## src/rtl/ps2_key_tracker.sv

```systemverilog
// Generic first-word-fall-through FIFO, plus the PS/2 key tracker that feeds one.
// FIFO: data visible the cycle after the push; tracker: 1-cycle strobe-to-bitmap/event latency.
// FIFO refuses a push only when full with no pop that cycle; tracker drops the event and flags overflow.

module fifo #(
  parameter int WIDTH = 4,
  parameter int DEPTH = 4
) (
  input  logic             clk,
  input  logic             rst,
  input  logic             push_vld,
  input  logic [WIDTH-1:0] push_dat,
  output logic             push_rdy,
  output logic             pop_vld,
  input  logic             pop_rdy,
  output logic [WIDTH-1:0] pop_dat
);
  localparam int AW = $clog2(DEPTH);

  logic [WIDTH-1:0] mem [DEPTH];
  logic [AW-1:0]    wr_ptr;
  logic [AW-1:0]    rd_ptr;
  logic [AW:0]      count;
  logic             push_fire;
  logic             pop_fire;

  assign pop_vld   = (count != '0);
  assign pop_fire  = pop_vld & pop_rdy;
  // A full FIFO can still take a push when the head leaves in the same cycle.
  assign push_rdy  = (count != (AW+1)'(DEPTH)) | pop_fire;
  assign push_fire = push_vld & push_rdy;
  assign pop_dat   = mem[rd_ptr];

  // Pointers wrap naturally at the power-of-two depth; count tracks occupancy.
  always_ff @(posedge clk) begin
    if (rst) begin
      wr_ptr <= '0;
      rd_ptr <= '0;
      count  <= '0;
    end else begin
      if (push_fire) wr_ptr <= wr_ptr + 1'b1;
      if (pop_fire)  rd_ptr <= rd_ptr + 1'b1;
      case ({push_fire, pop_fire})
        2'b10:   count <= count + 1'b1;
        2'b01:   count <= count - 1'b1;
        default: count <= count;
      endcase
    end
  end

  // Storage needs no reset: entries are only read while count says they are live.
  always_ff @(posedge clk) begin
    if (push_fire) mem[wr_ptr] <= push_dat;
  end
endmodule

module ps2_key_tracker #(
  parameter int                    NUM_KEYS       = 4,
  parameter logic [9*NUM_KEYS-1:0] KEY_CODES      = {9'h023, 9'h01B, 9'h01C, 9'h01D},
  parameter int                    FIFO_DEPTH     = 4,
  parameter int                    TIMEOUT_CYCLES = 100000,
  localparam int                   IDX_W          = (NUM_KEYS > 1) ? $clog2(NUM_KEYS) : 1
) (
  input  logic                clk,
  input  logic                rst,
  input  logic [7:0]          rx_data,
  input  logic                rx_done,
  output logic [NUM_KEYS-1:0] key_held,
  output logic                any_key,
  output logic                ev_valid,
  input  logic                ev_ready,
  output logic                ev_make,
  output logic [IDX_W-1:0]    ev_idx,
  output logic                ev_overflow
);
  localparam int          TW      = $clog2(TIMEOUT_CYCLES);
  localparam logic [TW-1:0] TMO_MAX = TW'(TIMEOUT_CYCLES - 1);

  typedef enum logic [1:0] {IDLE, EXT, BRK, EXT_BRK} state_t;

  state_t              state;
  state_t              state_nxt;
  logic [TW-1:0]       tmo_cnt;
  logic                tmo_hit;
  logic                is_key_byte;
  logic                lk_ext;
  logic                lk_make;
  logic                hit;
  logic [IDX_W-1:0]    hit_idx;
  logic [NUM_KEYS-1:0] key_held_nxt;
  logic                ev_push_vld;
  logic [IDX_W:0]      ev_push_dat;
  logic                ev_push_rdy;
  logic [IDX_W:0]      ev_pop_dat;
  logic                ev_pop_vld;

  // A stalled prefix (lost byte) falls back to IDLE so the next code is read as a make.
  assign tmo_hit = (state != IDLE) && !rx_done && (tmo_cnt == TMO_MAX);

  // State register.
  always_ff @(posedge clk) begin
    if (rst) state <= IDLE;
    else     state <= state_nxt;
  end

  // Next state: E0 always resyncs to EXT, F0 adds the break flag, anything else ends the sequence.
  always_comb begin
    state_nxt = state;
    if (rx_done) begin
      if (rx_data == 8'hE0) begin
        state_nxt = EXT;
      end else if (rx_data == 8'hF0) begin
        case (state)
          IDLE:    state_nxt = BRK;
          EXT:     state_nxt = EXT_BRK;
          default: state_nxt = state;
        endcase
      end else begin
        state_nxt = IDLE;
      end
    end else if (tmo_hit) begin
      state_nxt = IDLE;
    end
  end

  // FSM outputs: lookup qualifiers derived from the prefix already seen.
  always_comb begin
    is_key_byte = rx_done && (rx_data != 8'hE0) && (rx_data != 8'hF0);
    lk_ext      = (state == EXT) || (state == BRK ? 1'b0 : (state == EXT_BRK));
    lk_make     = (state == IDLE) || (state == EXT);
  end

  // Prefix timeout counter: idle in IDLE, restarted by every received byte.
  always_ff @(posedge clk) begin
    if (rst || rx_done || (state == IDLE) || tmo_hit) tmo_cnt <= '0;
    else                                              tmo_cnt <= tmo_cnt + 1'b1;
  end

  // Key lookup: scanning downwards lets the lowest matching index win.
  always_comb begin
    hit     = 1'b0;
    hit_idx = '0;
    for (int i = NUM_KEYS - 1; i >= 0; i--) begin
      if (KEY_CODES[9*i +: 9] == {lk_ext, rx_data}) begin
        hit     = 1'b1;
        hit_idx = IDX_W'(i);
      end
    end
  end

  // Bitmap update: only real edges (press of a free key, release of a held one) make events.
  always_comb begin
    key_held_nxt = key_held;
    ev_push_vld  = 1'b0;
    ev_push_dat  = {lk_make, hit_idx};
    if (is_key_byte && hit) begin
      if (lk_make && !key_held[hit_idx]) begin
        key_held_nxt[hit_idx] = 1'b1;
        ev_push_vld           = 1'b1;
      end else if (!lk_make && key_held[hit_idx]) begin
        key_held_nxt[hit_idx] = 1'b0;
        ev_push_vld           = 1'b1;
      end
    end
  end

  // Held bitmap, its OR-reduction, and the sticky drop flag.
  always_ff @(posedge clk) begin
    if (rst) begin
      key_held    <= '0;
      any_key     <= 1'b0;
      ev_overflow <= 1'b0;
    end else begin
      key_held <= key_held_nxt;
      any_key  <= |key_held_nxt;
      if (ev_push_vld && !ev_push_rdy) ev_overflow <= 1'b1;
    end
  end

  fifo #(
    .WIDTH (IDX_W + 1),
    .DEPTH (FIFO_DEPTH)
  ) u_ev_fifo (
    .clk      (clk),
    .rst      (rst),
    .push_vld (ev_push_vld),
    .push_dat (ev_push_dat),
    .push_rdy (ev_push_rdy),
    .pop_vld  (ev_pop_vld),
    .pop_rdy  (ev_ready),
    .pop_dat  (ev_pop_dat)
  );

  // Head fields are forced to zero while empty so stale storage never shows.
  assign ev_valid = ev_pop_vld;
  assign ev_make  = ev_pop_vld & ev_pop_dat[IDX_W];
  assign ev_idx   = ev_pop_vld ? ev_pop_dat[IDX_W-1:0] : '0;
endmodule

```

## config.mk

```make
export PLATFORM = sky130hd
export DESIGN_NAME = ps2_key_tracker
export DESIGN_NICKNAME = d
export VERILOG_FILES = /design/src/rtl/ps2_key_tracker.sv
export SDC_FILE = /design/constraint.sdc
export NUM_CORES = 1
export LEC_CHECK = 0
export ABC_CLOCK_PERIOD_IN_PS = 5700
export CAP_MARGIN = 20
export CELL_PAD_IN_SITES_DETAIL_PLACEMENT = 0
export CELL_PAD_IN_SITES_GLOBAL_PLACEMENT = 1
export CORE_MARGIN = 2
export CORE_UTILIZATION = 48
export CTS_CLUSTER_DIAMETER = 120
export CTS_CLUSTER_SIZE = 10
export DETAILED_ROUTE_END_ITERATION = 10
export PLACE_DENSITY_LB_ADDON = 0.08
export SYNTH_ARGS = -nofsm -noshare
export SYNTH_HDL_FRONTEND = slang
export SYNTH_SLANG_ARGS = --single-unit
```

## constraint.sdc

```tcl
create_clock -name clk -period 5.7 [get_ports clk]
set_input_delay 1.14 -clock clk [delete_from_list [all_inputs] [get_ports clk]]
set_output_delay 1.14 -clock clk [all_outputs]
set_load 0.02 [all_outputs]
```

**Yosys cells after proc, flatten, opt, wreduce, memory -nomap -nowiden**

Memory sizes are Yosys's and may differ from the RTL's. A register that Yosys moved wholly into a read port is not among the register bits.
Index checks and enable logic that the tools add are counted.

- Register bits after elaboration: 32
- RAM bits: 12
- Output and inout port bits: 10
- Word-level logic and storage cells: 94
- Memories kept: 1

Memory list:

| name | words | bits a word | read ports | clocked after memory_dff | wr ports | line | text |
|---|---|---|---|---|---|---|---|
| u_ev_fifo.mem | 4 | 3 | 1 | 1 | 1 | 20 | `logic [WIDTH-1:0] mem [DEPTH];` |

- $add $sub $neg: 5
- Magnitude comparators: 2
- Equality and inequality tests: 16
- Muxes and demuxes: 30
- Bitwise gates (word level): 7
- Reductions and logical operators: 25

Operators by type and width:

| kind | number |
|---|---|
| 5-bit by 9-bit == test with 1-bit output (first input constant) | 3 |
| 2-bit 2-to-1 mux | 11 |
| 17-bit by 1-bit adder with 17-bit output (second input constant) | 1 |
| 17-bit == test (second input constant) | 1 |
| 8-bit == test (second input constant) | 2 |
| 8-bit != test (second input constant) | 2 |
| 1-bit 2-to-1 mux | 12 |
| 4-bit 2-to-1 mux | 3 |
| 6-bit by 9-bit == test with 1-bit output (first input constant) | 1 |
| 1-bit logical AND | 9 |
| 2-bit == test (second input constant) | 3 |
| 3-bit one-hot mux with 2 select lines | 1 |
| 2-bit nonzero test | 3 |
| 1-bit logical OR | 5 |
| 5-bit by 3-bit != test with 1-bit output (second input constant) | 1 |
| 2-bit by 1-bit adder with 2-bit output (second input constant) | 2 |
| 4-bit bitwise AND | 1 |
| 2-bit by 1-bit == test with 1-bit output (second input constant) | 2 |
| 1-bit zero test | 4 |
| 4-bit NOT | 1 |
| 4-bit OR | 1 |
| 2-bit one-hot mux with 2 select lines | 1 |
| 4-bit OR reduction | 1 |
| 3-bit by 1-bit adder with 3-bit output (second input constant) | 1 |
| other kinds (11) | 13 |

**Logic depth before layout (Yosys ltp)**

- Word-level depth: 18
- Depth in mapped cells: 16
- Depth with buffers taken out: 15

**Hierarchy**

Synthesis repeated with hierarchy kept, for this count alone.

- Cell total of the unflattened synthesis: 230
- Area total of the unflattened synthesis: 2273.4 um^2

Modules (own cells, without submodules):

| module | times used | cells each | area each (um^2) |
|---|---|---|---|
| ps2_key_tracker | 1 | 157 | 1310.0 |
| fifo | 1 | 73 | 963.4 |

**Worst setup path before layout**

OpenSTA, ideal clock, no wires.

- Path kind: input-to-reg
- From: in rx_data[7]
- To: reg u_ev_fifo.count[2]
- Setup time: 83 ps
- Arrival: 3849 ps
- Slack: 1768 ps
- Stages: 15
- Cell sequence: nor3_4 > nand3_2 > buf_4 > nand4b_1 > o21a_1 > o221a_2 > ha_1 > or2b_1 > a21oi_2 > nor2_1 > fa_1 > inv_1 > a2111oi_2 > or3b_1 > o221ai_1

- Longest elaborated chain between the ends: 14
- Elaborated cells on any way between the ends: 30

Ends and longest elaborated chain:

| item | line | text |
|---|---|---|
| start: declaration | 66 | `input logic [7:0] rx_data,` |
| 6-bit by 9-bit == test with 1-bit output | 144 | `if (KEY_CODES[9*i +: 9] == {lk_ext, rx_data}) begin` |
| 2-bit 2-to-1 mux (4 in series) | 144 |  |
| 1-bit binary-select mux with 2-bit select | 157, 160 |  |
| 1-bit 2-to-1 mux (not written as such) | 157, 160 |  |
| 1-bit logical AND / 1-bit zero test (equally long branches) | 160, 157 |  |
| 1-bit 2-to-1 mux / 1-bit logical AND (equally long branches) | 160, 157 |  |
| 1-bit 2-to-1 mux | 157 | `if (lk_make && !key_held[hit_idx]) begin` |
| 1-bit 2-to-1 mux (*) | 156 | `if (is_key_byte && hit) begin` |
| 1-bit bitwise AND (*) | 31 | `assign push_fire = push_vld & push_rdy;` |
| 2-bit by 1-bit == test with 1-bit output / 2-bit == test (equally long branches) | 43 | `case ({push_fire, pop_fire})` |
| 3-bit one-hot mux with 2 select lines / 2-bit nonzero test (equally long branches) | n/a |  |
| end signal: assignment | 44 | `2'b10: count <= count + 1'b1;` |
| end signal: assignment | 45 | `2'b01: count <= count - 1'b1;` |
| end signal: assignment | 46 | `default: count <= count;` |
| end: declaration | 23 | `logic [AW:0] count;` |

Every way passes the cells marked *; elsewhere a longest branch is shown, timed or not. The select of a mux whose other input is x is not followed.
A chain may end at the register's enable or synchronous reset.

**Final worst setup path**

- From: in rx_data[4]
- To: reg u_ev_fifo.count[2]

Same word-level chain as after synthesis.

==> impl_metrics.prom <==
# TYPE chip_impl_metric gauge
chip_impl_metric{name="final_util",unit="%"} 56.54
chip_impl_metric{name="max_slew.worst_pin.slew",unit="ns"} 0.5760
chip_impl_metric{name="synth.cell_area",unit="mm2"} 0.002300
chip_impl_info{name="ys_dominant_reg_cell",value="dfxtp_1"} 1
chip_impl_metric{name="worst_ir_drop_vdd",unit="uV"} 115.0
chip_impl_metric{name="num_io_pins",unit=""} 22
chip_impl_metric{name="synth_sequential_area_ratio",unit="%"} 45.27
chip_impl_metric{name="preCtsSetupSlack",unit="ns"} 0.9889
chip_impl_metric{name="cts-buffers-inserted",unit=""} 5
chip_impl_metric{name="design.die.area",unit="mm2"} 0.005360
chip_impl_metric{name="ctsResizeCount",unit=""} 0
chip_impl_info{name="top_signal_layer_used",value="met4"} 1
chip_impl_metric{name="post_route_cells_drive_above_1_share",unit="%"} 9.562
chip_impl_metric{name="layout_min_cycle_time",unit="ns"} 4.469
chip_impl_metric{name="timing.fmax",unit="MHz"} 223.8
chip_impl_info{name="worstSetupStartpointType",value="primary input"} 1
chip_impl_metric{name="clock_slew_at_reported_path_ffs",unit="ns"} 0.08
chip_impl_metric{name="hold_slack",unit="ns"} 0.4644
chip_impl_metric{name="crit_required",unit="ns"} 5.92
chip_impl_metric{name="gr-total-overflow",unit=""} 0
chip_impl_metric{name="antennaDiodeCount",unit=""} 0
chip_impl_info{name="grt_setup_unrepaired",value="false"} 1
chip_impl_metric{name="worst_skew_pair.late_latency",unit="ns"} 0.30
chip_impl_metric{name="starting_utilization_of_the_core_area",unit="%"} 49.34
chip_impl_metric{name="grt_pass1_wl",unit="mm"} 6.962
chip_impl_metric{name="slew_violations",unit=""} 0
chip_impl_metric{name="timing.final.crit_share",unit="%"} 78.40
chip_impl_metric{name="met2_wirelength",unit="mm"} 2.038
chip_impl_metric{name="dr.first_iter.drc_count",unit=""} 51
chip_impl_info{name="holdPathEnd",value="tmo_cnt[0]"} 1
chip_impl_metric{name="max_cap_viol_count",unit=""} 0
chip_impl_metric{name="yosys_register_bits",unit=""} 46
chip_impl_info{name="hp-class",value="register to register"} 1
chip_impl_metric{name="post-route-cell-area",unit="mm2"} 0.002635
chip_impl_info{name="worst_setup_path_category",value="primary input to register"} 1
chip_impl_metric{name="synthDistinctLibCells",unit=""} 52
chip_impl_metric{name="synth.net_count",unit=""} 248
chip_impl_metric{name="finalHoldViolCount",unit=""} 0
chip_impl_metric{name="syn-instance-count",unit=""} 228
chip_impl_info{name="status",value="finished, final reports clean"} 1
chip_impl_metric{name="timing.slew.headroom",unit="%"} 61.06
chip_impl_metric{name="globalRouteTotalUtil",unit="%"} 17.04
chip_impl_metric{name="grt_max_degree",unit=""} 24
chip_impl_metric{name="timing.clock.skew",unit="ns"} 0.006516
chip_impl_metric{name="power_density",unit="mW/mm2"} 216.0
chip_impl_metric{name="drt_first_pass_iters",unit=""} 4
chip_impl_metric{name="syn-mean-instance-area",unit="um2"} 10.09
chip_impl_metric{name="route.detailed.wl_per_inst",unit="um"} 13.55
chip_impl_metric{name="minimum_setup_slack_among_reg_to_reg_paths",unit="ns"} 2.21
chip_impl_metric{name="tritoncts_num_sinks",unit=""} 46
chip_impl_info{name="worst_path_cell_trace",value="clkdlybuf4s50_1, nor3b_1, nand3_2, nand4b_1, o21a_1, o221a_2, ha_1, or2b_1, a21oi_2, nor2_1, fa_1, inv_1, a2111oi_2, or3b_1, o221ai_1"} 1
chip_impl_metric{name="worst_hold_path.num_cells",unit=""} 1
chip_impl_info{name="most-common-layout-cells",value="dfxtp_1, nor2_1, clkdlybuf4s50_1"} 1
chip_impl_metric{name="via_per_inst",unit=""} 5.416
chip_impl_metric{name="fp.dieW",unit="um"} 73.22
chip_impl_metric{name="post-layout-total-power",unit="uW"} 569.3
chip_impl_metric{name="place_area",unit="mm2"} 0.002550
chip_impl_metric{name="power.leakage",unit="nW"} 0.9276
chip_impl_metric{name="core_area",unit="mm2"} 0.004661
chip_impl_metric{name="worst-endpoint-arrival",unit="ns"} 4.69
chip_impl_info{name="critical_path.endpoint_type",value="register"} 1
chip_impl_metric{name="instances_no_fill",unit=""} 305
chip_impl_metric{name="setup_viol",unit=""} 0
chip_impl_metric{name="setup_total_negative_slack",unit="ns"} 0
chip_impl_metric{name="drt_drc_violations_left",unit=""} 0
chip_impl_metric{name="globalplace.congestion",unit=""} 0.7147
chip_impl_metric{name="wirelength",unit="mm"} 4.134
chip_impl_metric{name="synthToLayoutAreaGrowth",unit="%"} 14.58
chip_impl_metric{name="dp_cells",unit=""} 297
chip_impl_metric{name="cts-root-to-sink-buffers",unit=""} 2
chip_impl_info{name="layout_commonest_cell",value="dfxtp_1"} 1
chip_impl_metric{name="worst_r2r_path_depth",unit=""} 14
chip_impl_metric{name="route.vias.total",unit=""} 1652
chip_impl_metric{name="detail-route-antenna-nets",unit=""} 0
chip_impl_metric{name="critPathMaxFanout",unit=""} 11
chip_impl_info{name="worstHoldStart",value="tmo_cnt[0]"} 1
chip_impl_metric{name="post_cts_buffers",unit=""} 0
chip_impl_metric{name="ctsHoldBuffers",unit=""} 0
chip_impl_metric{name="std_cell_rows",unit=""} 25
chip_impl_metric{name="detailed_place_hpwl",unit="mm"} 3.061
chip_impl_info{name="cts.root.buffer_cell",value="clkbuf_8"} 1
chip_impl_metric{name="num-nets-final",unit=""} 270
chip_impl_metric{name="synth-async-reset-ratio",unit="%"} 0
chip_impl_metric{name="dr_wl_met3",unit="um"} 112
chip_impl_metric{name="grt_pass1_vias",unit=""} 1542
chip_impl_metric{name="yosysWarningCount",unit=""} 0
chip_impl_metric{name="finalWorstSetupSlack",unit="ns"} 1.231
chip_impl_info{name="worst_path_max_delay_cell",value="clkdlybuf4s50_1"} 1
chip_impl_metric{name="detailed_routing_wirelength_on_met1",unit="mm"} 1.922
chip_impl_metric{name="die_y",unit="um"} 73.22
chip_impl_info{name="terminus_of_the_critical_flop_to_flop_path",value="u_ev_fifo.count[2]"} 1
chip_impl_metric{name="cts_htree_levels",unit=""} 2
chip_impl_metric{name="antenna_found_initial",unit=""} 0
chip_impl_metric{name="portBuffers",unit=""} 21
chip_impl_info{name="tritoncts",value="yes"} 1
chip_impl_info{name="r2r-start",value="state[0]"} 1
chip_impl_metric{name="critical-path-max-stage-delay",unit="ns"} 0.48
chip_impl_metric{name="synth_enable_flop_cells",unit=""} 12
[registers in the layout (all words and copies together), names as in the netlist, named ones only]
register          cells
u_ev_fifo.wr_ptr      2
any_key               1
u_ev_fifo.rd_ptr      2
u_ev_fifo.count       3
ev_overflow           1
tmo_cnt              17
u_ev_fifo.mem        12
state                 2
key_held              4
[cell usage after synthesis (2+ instances only)]
| cell | count | area (um2) |
|---|---|---|
| inv_1 | 4 | 15.01 |
| nor3_1 | 3 | 15.01 |
| a31oi_1 | 2 | 12.51 |
| clkbuf_1 | 4 | 15.01 |
| or3b_1 | 3 | 26.28 |
| o21a_1 | 2 | 15.01 |
| and3b_1 | 2 | 17.52 |
| o21ai_0 | 4 | 20.02 |
| nand2b_1 | 3 | 18.77 |
| ha_1 | 7 | 87.58 |
| and3_1 | 7 | 43.79 |
| buf_4 | 2 | 15.01 |
| nand2_1 | 12 | 45.04 |
| nand3b_1 | 2 | 15.01 |
| o21bai_1 | 2 | 15.01 |
| nand3_1 | 11 | 55.05 |
| o2bb2ai_1 | 2 | 17.52 |
| or2_2 | 3 | 18.77 |
| a21oi_1 | 6 | 30.03 |
| and2_1 | 9 | 56.30 |
| nor2_1 | 33 | 123.9 |
| dfxtp_1 | 34 | 680.7 |
| nand4_1 | 3 | 18.77 |
| and4_1 | 2 | 17.52 |
| edfxtp_1 | 12 | 360.4 |
| mux2i_1 | 2 | 20.02 |
| nand4b_1 | 3 | 26.28 |
| o221ai_1 | 2 | 17.52 |
| mux4_2 | 3 | 67.56 |
| xor2_1 | 13 | 113.9 |
| nor2b_1 | 5 | 31.28 |
| mux2_4 | 2 | 30.03 |
| xnor2_1 | 5 | 43.79 |
[area by class of cell]
| class | instances | area [um2] |
|---|---|---|
| fill | 429 | 2026 |
| multi-input combinational | 171 | 1209 |
| sequential | 46 | 1041 |
| timing repair buffer | 22 | 217.7 |
| clock buffer | 6 | 72.57 |
| tap | 54 | 67.56 |
| inverter | 4 | 15.01 |
| clock inverter | 2 | 12.51 |
[critical path, delay by kind of cell]
family / cells / cell delay (ns)
and+or+nand+nor: 6 / 1.58
buffers and inverters: 2 / 0.58
AOI/OAI and AO/OA: 5 / 0.80
adders and majority gates: 2 / 0.59
[worst max-delay path by stage]
stage | slack (ns) | start | end | cells past startpoint
after floorplan | 1.77 | rx_data[7] | u_ev_fifo.count[2] | 15
after global placement | 1.07 | rx_data[5] | u_ev_fifo.count[2] | 15
after detailed placement | 0.99 | rx_data[4] | u_ev_fifo.count[2] | 15
after CTS | 1.27 | rx_data[4] | u_ev_fifo.count[2] | 15
after global routing | 0.99 | rx_data[4] | u_ev_fifo.count[2] | 15
final | 1.23 | rx_data[4] | u_ev_fifo.count[2] | 15
[power by group]
part / switching (mW) / internal (mW)
combinational: 0.0189 / 0.0196
clock: 0.107 / 0.0867
sequential: 0.00208 / 0.335
[layer usage]
layer	vias up	track usage, %
met1	772	20.65
met4	0	6.173
li1	855	-
met2	19	28.83
met5	-	0
met3	6	4.696
[logic make-up (layout without fill, tap and decap cells)]
| logic type | Yosys count | after routing | synth area share [%] |
|---|---|---|---|
| multiplexers | 7 | 7 | 5.114 |
| AND/OR/NAND/NOR | 110 | 110 | 26.66 |
| adder cells (fa/ha/maj) | 8 | 8 | 4.679 |
| buffers and inverters | 11 | 34 | 2.175 |
| AO/OA/AOI/OAI | 28 | 28 | 9.249 |
| flip-flops | 46 | 46 | 45.27 |
| XOR/XNOR | 18 | 18 | 6.855 |
(Power assumes the default switching activity.)
